`config.mk`:
```
export PLATFORM = sky130hd
export DESIGN_NAME = axi_llc_flush_seq
export DESIGN_NICKNAME = d
export VERILOG_FILES = /design/src/rtl/axi_llc_flush_seq.sv
export SDC_FILE = /design/constraint.sdc
export NUM_CORES = 1
export LEC_CHECK = 0
export CORE_ASPECT_RATIO = 0.8
export CORE_MARGIN = 1
export CORE_UTILIZATION = 36
export CTS_CLUSTER_SIZE = 14
export DETAILED_ROUTE_END_ITERATION = 16
export PLACE_DENSITY_LB_ADDON = 0.2
export SETUP_SLACK_MARGIN = 0.3
export SYNTH_ARGS = -nofsm -noshare
export SYNTH_HDL_FRONTEND = slang
export SYNTH_SLANG_ARGS = --single-unit
```
`constraint.sdc`:
```
create_clock -name clk_i -period 2.05 [get_ports clk_i]
set_input_delay 0.5125 -clock clk_i [delete_from_list [all_inputs] [get_ports clk_i]]
set_output_delay 0.5125 -clock clk_i [all_outputs]
set_load 0.1 [all_outputs]
```
`src/rtl/axi_llc_flush_seq.sv`:
```
// ---------------------------------------------------------------------------
// axi_llc_flush_seq
//
// RegBus initiator that flushes a selected set of LLC ways. A single-cycle
// request writes the way mask to the LLC flush register. The block then polls
// the flushed-status register until every requested way reads back as
// flushed, and reports done, bus error or timeout to the requester.
//
// Ports
//   clk_i, rst_ni         rising-edge clock, asynchronous active-low reset
//   flush_req_i           start pulse, sampled only while idle
//   flush_ways_i          way mask, captured together with flush_req_i
//   busy_o                high while a flush sequence is in progress
//   done_o                one-cycle pulse on successful completion
//   error_o / timeout_o   one-cycle error pulse; timeout_o=1 means poll timeout,
//                         timeout_o=0 means the slave answered with an error
//   conf_req_*_o          RegBus request channel towards the LLC config slave
//   conf_resp_*_i         RegBus response channel from the LLC config slave
// ---------------------------------------------------------------------------
module axi_llc_flush_seq #(
  parameter int unsigned SetAssociativity = 8,
  parameter logic [31:0] FlushAddr        = 32'h0000_0010,
  parameter logic [31:0] FlushedAddr      = 32'h0000_0018,
  parameter int unsigned PollInterval     = 16,
  parameter int unsigned MaxPolls         = 1024
) (
  input  logic                        clk_i,
  input  logic                        rst_ni,
  input  logic                        flush_req_i,
  input  logic [SetAssociativity-1:0] flush_ways_i,
  output logic                        busy_o,
  output logic                        done_o,
  output logic                        error_o,
  output logic                        timeout_o,
  output logic [31:0]                 conf_req_addr_o,
  output logic                        conf_req_write_o,
  output logic [31:0]                 conf_req_wdata_o,
  output logic [3:0]                  conf_req_wstrb_o,
  output logic                        conf_req_valid_o,
  input  logic [31:0]                 conf_resp_rdata_i,
  input  logic                        conf_resp_error_i,
  input  logic                        conf_resp_ready_i
);

  localparam int unsigned PollW = $clog2(MaxPolls + 1);
  localparam int unsigned IvalW = $clog2(PollInterval + 1);

  localparam logic [PollW-1:0] MaxPollsVal     = PollW'(MaxPolls);
  localparam logic [IvalW-1:0] PollIntervalVal = IvalW'(PollInterval);

  typedef enum logic [2:0] {
    IDLE,
    WRITE,
    READ,
    WAIT,
    DONE,
    ERR
  } state_e;

  state_e                      state_q, state_d;
  logic [SetAssociativity-1:0] mask_q, mask_d;
  logic [PollW-1:0]            poll_q, poll_d;
  logic [IvalW-1:0]            ival_q, ival_d;
  logic                        timeout_q, timeout_d;

  // Status bits at or above SetAssociativity are dropped here; bits outside
  // the requested mask are dropped by the AND in the flushed test below.
  logic [SetAssociativity-1:0] status;
  logic                        all_flushed;

  assign status      = conf_resp_rdata_i[SetAssociativity-1:0];
  assign all_flushed = ((status & mask_q) == mask_q);

  // Next-state logic.
  // NOTE: every variable gets a default at the top of the block so no path
  // leaves it unassigned and no latch is inferred.
  always_comb begin
    state_d   = state_q;
    mask_d    = mask_q;
    poll_d    = poll_q;
    ival_d    = ival_q;
    timeout_d = timeout_q;

    unique case (state_q)
      IDLE: begin
        if (flush_req_i) begin
          mask_d    = flush_ways_i;
          poll_d    = '0;
          timeout_d = 1'b0;
          state_d   = (flush_ways_i == '0) ? DONE : WRITE;
        end
      end

      WRITE: begin
        if (conf_resp_ready_i) begin
          state_d = conf_resp_error_i ? ERR : READ;
        end
      end

      READ: begin
        if (conf_resp_ready_i) begin
          if (conf_resp_error_i) begin
            state_d = ERR;
          end else if (all_flushed) begin
            state_d = DONE;
          end else begin
            poll_d = poll_q + 1'b1;
            // The counter stops at MaxPolls, so it can never wrap.
            if (poll_d == MaxPollsVal) begin
              timeout_d = 1'b1;
              state_d   = ERR;
            end else begin
              ival_d  = PollIntervalVal;
              state_d = WAIT;
            end
          end
        end
      end

      WAIT: begin
        // Loaded with PollInterval, so exactly PollInterval idle cycles
        // separate two status reads.
        ival_d = ival_q - 1'b1;
        if (ival_d == '0) begin
          state_d = READ;
        end
      end

      DONE:    state_d = IDLE;
      ERR:     state_d = IDLE;
      default: state_d = IDLE;
    endcase
  end

  // NOTE: asynchronous reset returns the FSM to IDLE at once, which drops
  // conf_req_valid_o mid-transfer and suppresses any done/error pulse.
  always_ff @(posedge clk_i or negedge rst_ni) begin
    if (!rst_ni) begin
      state_q   <= IDLE;
      mask_q    <= '0;
      poll_q    <= '0;
      ival_q    <= '0;
      timeout_q <= 1'b0;
    end else begin
      state_q   <= state_d;
      mask_q    <= mask_d;
      poll_q    <= poll_d;
      ival_q    <= ival_d;
      timeout_q <= timeout_d;
    end
  end

  // Outputs are decoded from registered state only, so no input reaches an
  // output combinationally and the request fields stay stable while stalled.
  always_comb begin
    busy_o           = (state_q != IDLE);
    done_o           = (state_q == DONE);
    error_o          = (state_q == ERR);
    timeout_o        = (state_q == ERR) && timeout_q;
    conf_req_addr_o  = '0;
    conf_req_write_o = 1'b0;
    conf_req_wdata_o = '0;
    conf_req_wstrb_o = 4'h0;
    conf_req_valid_o = 1'b0;

    if (state_q == WRITE) begin
      conf_req_addr_o                         = FlushAddr;
      conf_req_write_o                        = 1'b1;
      conf_req_wdata_o[SetAssociativity-1:0]  = mask_q;
      conf_req_wstrb_o                        = 4'hF;
      conf_req_valid_o                        = 1'b1;
    end else if (state_q == READ) begin
      conf_req_addr_o  = FlushedAddr;
      conf_req_valid_o = 1'b1;
    end
  end

endmodule
```
## Word-level counts from Yosys, hierarchy flattened

Cells that the tools add are included.

- Word-level logic and storage cells: 68
- Output and inout port bits: 74
- Bits in registers: 28

- Reduce and logical (&&, ||, !) cells: 12
- Muxes and demuxes: 33
- Equality and inequality tests: 15
- Add/sub/neg operators: 2
- Bitwise logic cells: 1

Operators by type and width:

| operator | number |
|---|---|
| 11-bit two-way mux | 4 |
| 5-bit two-way mux | 6 |
| 3-bit two-way mux | 9 |
| 11-bit one-hot mux with 2 select lines | 1 |
| 2-bit != test (second input constant) | 8 |
| 3-bit one-hot mux with 4 select lines | 1 |
| 11-bit by 1-bit adder with 11-bit output (second input constant) | 1 |
| 11-bit equality test (second input constant) | 1 |
| 5-bit one-hot mux with 2 select lines | 1 |
| 5-bit AND reduction | 2 |
| 8-bit AND | 1 |
| 8-bit equality test | 1 |
| 8-bit zero test | 1 |
| 1-bit two-way mux | 8 |
| 8-bit two-way mux | 1 |
| 3-bit by 2-bit equality test with 1-bit output (second input constant) | 2 |
| 3-bit equality test (second input constant) | 2 |
| 6-bit AND reduction | 1 |
| 5-bit zero test | 1 |
| 5-bit by 1-bit subtractor with 5-bit output (second input constant) | 1 |
| 4-bit two-way mux | 1 |
| 4-bit AND reduction | 1 |
| 2-bit nonzero test | 2 |
| 3-bit by 1-bit equality test with 1-bit output (second input constant) | 1 |
| other kinds (5) | 5 |

## Logic depth before layout (Yosys ltp)

Gate-level depths: netlist of run 1.

- Depth in word-level cells: 7
- Depth in mapped cells: 7
- Mapped depth without buffers: 7

## Worst setup path after synthesis of run 1

OpenSTA, ideal clock, no wires.

- Path kind: reg-to-output
- From: register state_q[0]
- To: output port timeout_o
- Path slack: -2333 ps
- Cell stages (with the launch flop): 5
- Arrival time: 3871 ps
- Path buffers: 1
- Path through: dfrtp_1 buf_2 inv_2 nor3b_1 and2_1

- Longest elaborated chain between the ends: 2

Ends and longest elaborated chain:

| item | line | RTL |
|---|---|---|
| start: declaration | 60 | `state_e state_q, state_d;` |
| start signal: assignment | 145 | `state_q <= state_d;` |
| 3-bit equality test | n/a |  |
| net error_o | 33 | `output logic error_o,` |
| 1-bit logical AND | 159 | `timeout_o = (state_q == ERR) && timeout_q;` |
| end: declaration | 34 | `output logic timeout_o,` |

The timed path passes the listed nets, and every way through them passes these cells.

## Worst setup path after layout of run 1

- From: register state_q[1]
- To: output port conf_req_wdata_o[1]

- Longest elaborated chain between the ends: 2

Ends and longest elaborated chain:

| item | line | RTL |
|---|---|---|
| 3-bit by 1-bit equality test with 1-bit output | 166 | `if (state_q == WRITE) begin` |
| 8-bit two-way mux | 166 |  |
| end: declaration | 37 | `output logic [31:0] conf_req_wdata_o,` |

Every way passes these cells.

==> results.json, run 1 <==
{
  "critPathMaxFanout": 10,
  "synth_cell_types": 52,
  "htreeDepth": 1,
  "synth_flop_cell": "dfrtp_1",
  "clk_pin_slew_worst_paths_ns": 0.10,
  "grt_pass1_wl_mm": 8.424,
  "die_h_um": 72.69,
  "fin_util_pct": 58.20,
  "coreArea_um2": 5974,
  "cp-start-kind": "flop",
  "leakagePower_nw": 1.608,
  "async_reset_ff_share_pct": 100.0,
  "slew_viol_final": 0,
  "p_total_w": 0.006212,
  "detail_route.wl_per_cell_um": 13.51,
  "setup_viol": 0,
  "power_per_cell_area_nw_per_um2": 1786,
  "io_pins": 119,
  "hold_violations": 0,
  "cts_buffer_depth": 2,
  "synth-edff-count": 0,
  "cap_violations": 0,
  "yosysSeqAreaShare_pct": 31.16,
  "insertion_delay_ns": 0.28,
  "crit_type": "flop to primary output",
  "cts_buffers": 3,
  "grt_pass1_vias": 1704,
  "die_x_um": 90.36,
  "tritoncts": "yes",
  "grtUsageTotal_pct": 16.42,
  "min_period_over_period_pct": 97.78,
  "routed_wirelength_mm": 5.595,
  "netlist_instances": 259,
  "drc": 0,
  "gp_congestion": 0.8165,
  "drt_iter0_drc": 90,
  "synth_area_per_cell_um2": 8.681,
  "port_buffers": 40,
  "hpwl_mm": 3.648,
  "min_period_ns": 2.005,
  "cts_root_buffer": "clkbuf_8",
  "grt-ovfl-total": 0,
  "vias": 1954,
  "cp-end-kind": "primary output",
  "ctsHoldBuffers": 0,
  "rsz0062_at_grt": "true",
  "cp.arrival_ns": 1.49,
  "grt_max_degree": 29,
  "drtPass1Iterations": 4,
  "synth.cell_area_um2": 2248,
  "start_util_pct": 37.63,
  "layout.cells.non_filler": 414,
  "fmax_ghz": 0.4989,
  "hp-class": "flop to flop",
  "skew_ns": 0.01177,
  "cts.sinks": 28,
  "whs_ns": 0.5411,
  "required_ns": 1.54,
  "num_rows": 25,
  "vdd_drop_max_mv": 1.603,
  "ys_ff_latch": 28,
  "drtAntennaViolNets": 0,
  "drive_above_1_share_pct": 41.44,
  "synthToLayoutAreaGrowth_pct": 54.65,
  "placed_cells": 386,
  "antenna_cells": 0,
  "antenna_found_initial": 0,
  "status": "completed",
  "yosysWarnings": 0,
  "via_per_inst": 4.720,
  "final_nets": 383,
  "dieArea_um2": 6567
}
-- layout make-up --
cell class	count	area, µm²
Clock buffer	3	41.29
Tap cell	81	101.3
Timing Repair Buffer	86	1065
Fill cell	515	2497
Sequential cell	28	703.2
Multi-Input combinational cell	205	1523
Inverter	11	43.79
-- Yosys cell counts (2+ instances only) --
cell	instances	share of area, %
a211oi_1	2	0.67
a21oi_1	6	1.3
a31oi_1	2	0.56
and2_1	9	2.5
and3_1	2	0.56
buf_2	6	1.3
buf_4	59	20
clkbuf_1	3	0.50
dfrtp_1	28	31
ha_1	3	1.7
inv_1	7	1.2
inv_2	4	0.67
mux2_1	7	3.5
nand2_1	11	1.8
nand2b_1	11	3.1
nand3_1	8	1.8
nand3b_1	2	0.67
nor2_1	11	1.8
nor2b_1	6	1.7
nor3_1	4	0.89
nor3_2	2	0.89
nor3b_1	2	0.67
nor4_1	4	1.1
o2111ai_1	3	1.2
o21ai_0	7	1.6
o21ai_1	15	3.3
o21ai_2	2	0.78
o22ai_2	2	1.1
o31ai_1	5	1.7
o41ai_1	2	0.78
or3_1	2	0.56
xnor2_1	2	0.78
-- report_power, final --
part / total (W) / internal (W) / leakage [nW] / switching, W
registers: 0.000912 / 0.000728 / 0.356 / 0.000184
clock network: 0.000304 / 0.000132 / 0.0216 / 0.000171
logic: 0.00500 / 0.00192 / 1.23 / 0.00307
total: 0.00621 / 0.00278 / 1.61 / 0.00343
-- registers in the layout, summed over array words and instances (netlist names) --
signal,count
mask_q,8
state_q,3
ival_q,5
poll_q,11
timeout_q,1
-- timing repair --
action                     CTS  global route
pin swaps                    9            15
gates cloned                 3             1
gates resized for setup     31            41
setup endpoints to repair   45            46
buffers inserted            13             8
-- placed cells by master, fill, tap and decap left out, types with 3 or more instances in the layout --
master           synthesis  routed
mux2_4                   0       7
conb_1                   1      54
o21ai_0                  7       6
inv_1                    7       7
clkdlybuf4s50_1          0      12
nand2_1                 11      11
nand2b_4                 0       7
inv_2                    4       3
nor2_1                  11      10
a21oi_1                  6       4
nand2b_1                11       4
buf_6                    0      14
nor3_1                   4       4
buf_4                   59      28
nand3_1                  8       8
dlymetal6s2s_1           0       7
and2_2                   0       6
o21ai_1                 15       9
clkbuf_8                 0       3
o21ai_2                  2       9
buf_12                   0      24
o2111ai_4                0       3
dfrtp_1                 28      26
o31ai_1                  5       4
nor2b_1                  6       5
-- routing by layer --
metal	vias to the layer above	wire length (µm)	GRT usage (%)
met1	963	2676	22.21
met5	-	0	0
met4	0	26	3.584
li1	935	-	-
met3	2	256	3.229
met2	54	2636	27.48
-- final timing paths --
kind                             from                  end  slack, ns  cells past startpoint
max                        state_q[1]  conf_req_wdata_o[1]       0.05                      4
min                         timeout_q            timeout_q       0.54                      2
max reg2reg                 poll_q[0]            ival_q[4]       0.13                      7
min reg2reg                 timeout_q            timeout_q       0.54                      2
max in group asynchronous      rst_ni           state_q[1]       1.14                      2
min in group asynchronous      rst_ni            ival_q[1]       0.61                      2
-- cell families (layout without fill, tap and decap cells) --
family                     count (synthesis)  count (layout)  synth area share, %
and+or+nand+nor                           81              81                20.87
buffers and inverters                     79             100                23.37
AOI/OAI and AO/OA                         56              56                17.31
DFF                                       28              28                31.16
muxes                                      8               8                3.951
adders and majority gates                  3               3                1.670
xor gates and xnor gates                   3               3                1.503
other                                      1              54               0.1668
-- through the flow --
stage | instance area, µm² | setup WS, ns | TNS [ns]
floorplan | 2551 | -0.7432 | -14.10
global placement | 2909 | -0.1132 | -1.292
detailed placement | 2909 | -0.1480 | -1.490
CTS | 3246 | 0.04510 | 0
global route | 3477 | 0.01155 | 0
finish | 3477 | 0.04541 | 0
-- worst max-delay path, cell delays in order, from the launching register on --
cell and delay [ns]:
dfrtp_2 0.47, nor3_4 0.23, buf_12 0.16, and2_2 0.17, buf_12 0.17
(Power assumes the default switching activity.)
==> run 2: changes to the inputs <==
--- a/config.mk
+++ b/config.mk
@@ -5,7 +5,6 @@
 export SDC_FILE = /design/constraint.sdc
 export NUM_CORES = 1
 export LEC_CHECK = 0
-export CORE_ASPECT_RATIO = 0.8
 export CORE_MARGIN = 1
 export CORE_UTILIZATION = 36
 export CTS_CLUSTER_SIZE = 14
==> results.json, run 2 (same netlist as run 1, synthesis figures left out) <==
{
  "setup_viol": 1,
  "skew_ns": 0.01416,
  "whs_ns": 0.5267,
  "drt_iter0_drc": 74,
  "hold_violations": 0,
  "leakagePower_nw": 1.468,
  "ctsHoldBuffers": 0,
  "coreArea_um2": 5956,
  "grt_pass1_wl_mm": 8.155,
  "largestRegisters": "poll_q x11, mask_q x8, ival_q x5",
  "cp-start-kind": "flop",
  "placed_cells": 380,
  "post-place-ws_ns": -0.1174,
  "fmax_ghz": 0.4831,
  "cp-end-kind": "primary output",
  "min_period_ns": 2.070,
  "dieArea_um2": 6566,
  "slew_viol_final": 0,
  "final_area_um2": 3348,
  "vdd_drop_max_mv": 1.553,
  "cp.arrival_ns": 1.56,
  "crit_type": "flop to primary output",
  "cts_buffer_depth": 2,
  "min_period_over_period_pct": 101.0,
  "placed_area_um2": 2902,
  "final_nets": 375,
  "finalWorstSetupSlack_ns": -0.01999,
  "drtPass1Iterations": 4,
  "drc": 0,
  "cts_root_buffer": "clkbuf_8",
  "required_ns": 1.54,
  "fin_tns_setup_ns": -0.01999,
  "drtAntennaViolNets": 0,
  "routed_wirelength_mm": 5.226,
  "insertion_delay_ns": 0.28,
  "start_util_pct": 37.75,
  "grt_pass1_vias": 1762,
  "layout_common_cells": "conb_1, dfrtp_1, buf_4",
  "hpwl_mm": 3.630,
  "clk_pin_slew_worst_paths_ns": 0.11,
  "grt-ovfl-total": 0,
  "largest_reg_flops": 11,
  "die_h_um": 81.03,
  "num_rows": 28,
  "cap_violations": 0,
  "gp_congestion": 0.7757,
  "die_x_um": 81.03,
  "htreeDepth": 1,
  "vias": 1928,
  "port_buffers": 40,
  "grt_max_degree": 29,
  "hp-class": "flop to flop",
  "antenna_found_initial": 0,
  "drive_above_1_share_pct": 36.20,
  "grtUsageTotal_pct": 16.00,
  "antenna_cells": 0,
  "detail_route.wl_per_cell_um": 13.03,
  "rsz0062_at_grt": "true",
  "io_pins": 119,
  "final_common_cell": "conb_1",
  "via_per_inst": 4.808,
  "cts_buffers": 3,
  "power_per_cell_area_nw_per_um2": 1813,
  "layout.cells.non_filler": 401,
  "tritoncts": "yes",
  "critPathMaxFanout": 6,
  "synthToLayoutAreaGrowth_pct": 48.91,
  "violations": "negative setup slack",
  "status": "complete, but fails checks",
  "regMostFlops": "poll_q",
  "cts.sinks": 28
}
run 2: worst max-delay path, stage by stage (launching register included):
cell and delay, ns:
dfrtp_2 0.50, or3_2 0.56, buf_12 0.20
run 2: area by class of cell:
| type | instances | area, µm² |
|---|---|---|
| fillers | 508 | 2608 |
| clock buffers | 3 | 41.29 |
| inverters | 11 | 43.79 |
| clock inverters | 1 | 30.03 |
| repair buffers | 78 | 950.9 |
| multi-input cells | 205 | 1486 |
| flip-flops and latches | 28 | 701.9 |
| well taps | 75 | 93.84 |
run 2: stage by stage:
stage	util, %	total power, W
floorplan	-	0.003980
global placement	48.72	0.005112
detailed placement	48.72	0.005136
CTS	51.20	0.005738
global route	56.22	0.006326
finish	56.22	0.006070
run 2: final timing paths:
| check | from | to | slack [ns] | depth (start not counted) |
|---|---|---|---|---|
| worst max-delay path | state_q[1] | busy_o | -0.02 | 2 |
| min in group asynchronous | rst_ni | ival_q[1] | 0.60 | 2 |
| max in group asynchronous | rst_ni | state_q[1] | 1.14 | 2 |
| worst max register to register | poll_q[1] | ival_q[4] | 0.08 | 7 |
| worst min-delay path | mask_q[0] | mask_q[0] | 0.53 | 1 |
| worst min register to register | mask_q[0] | mask_q[0] | 0.53 | 1 |
run 2: repair_timing:
item,in CTS,in global routing
endpoints found under the setup margin,45,46
pin swaps,7,6
setup buffers,5,10
gates resized for setup,12,43
gates cloned,0,2
run 2: where the power goes:
group	total [W]	internal [W]	leakage (nW)	switching [W]
clock	0.000447	0.000262	0.0357	0.000185
sequential	0.000887	0.000727	0.357	0.000160
combinational	0.00474	0.00173	1.08	0.00301
total	0.00607	0.00272	1.47	0.00335
run 2: routing by layer:
layer,track usage [%],vias up,wire [µm]
met1,20.40,942,2271
met5,0,-,0
li1,-,923,-
met2,27.82,59,2736
met3,2.247,4,183
met4,4.821,0,34
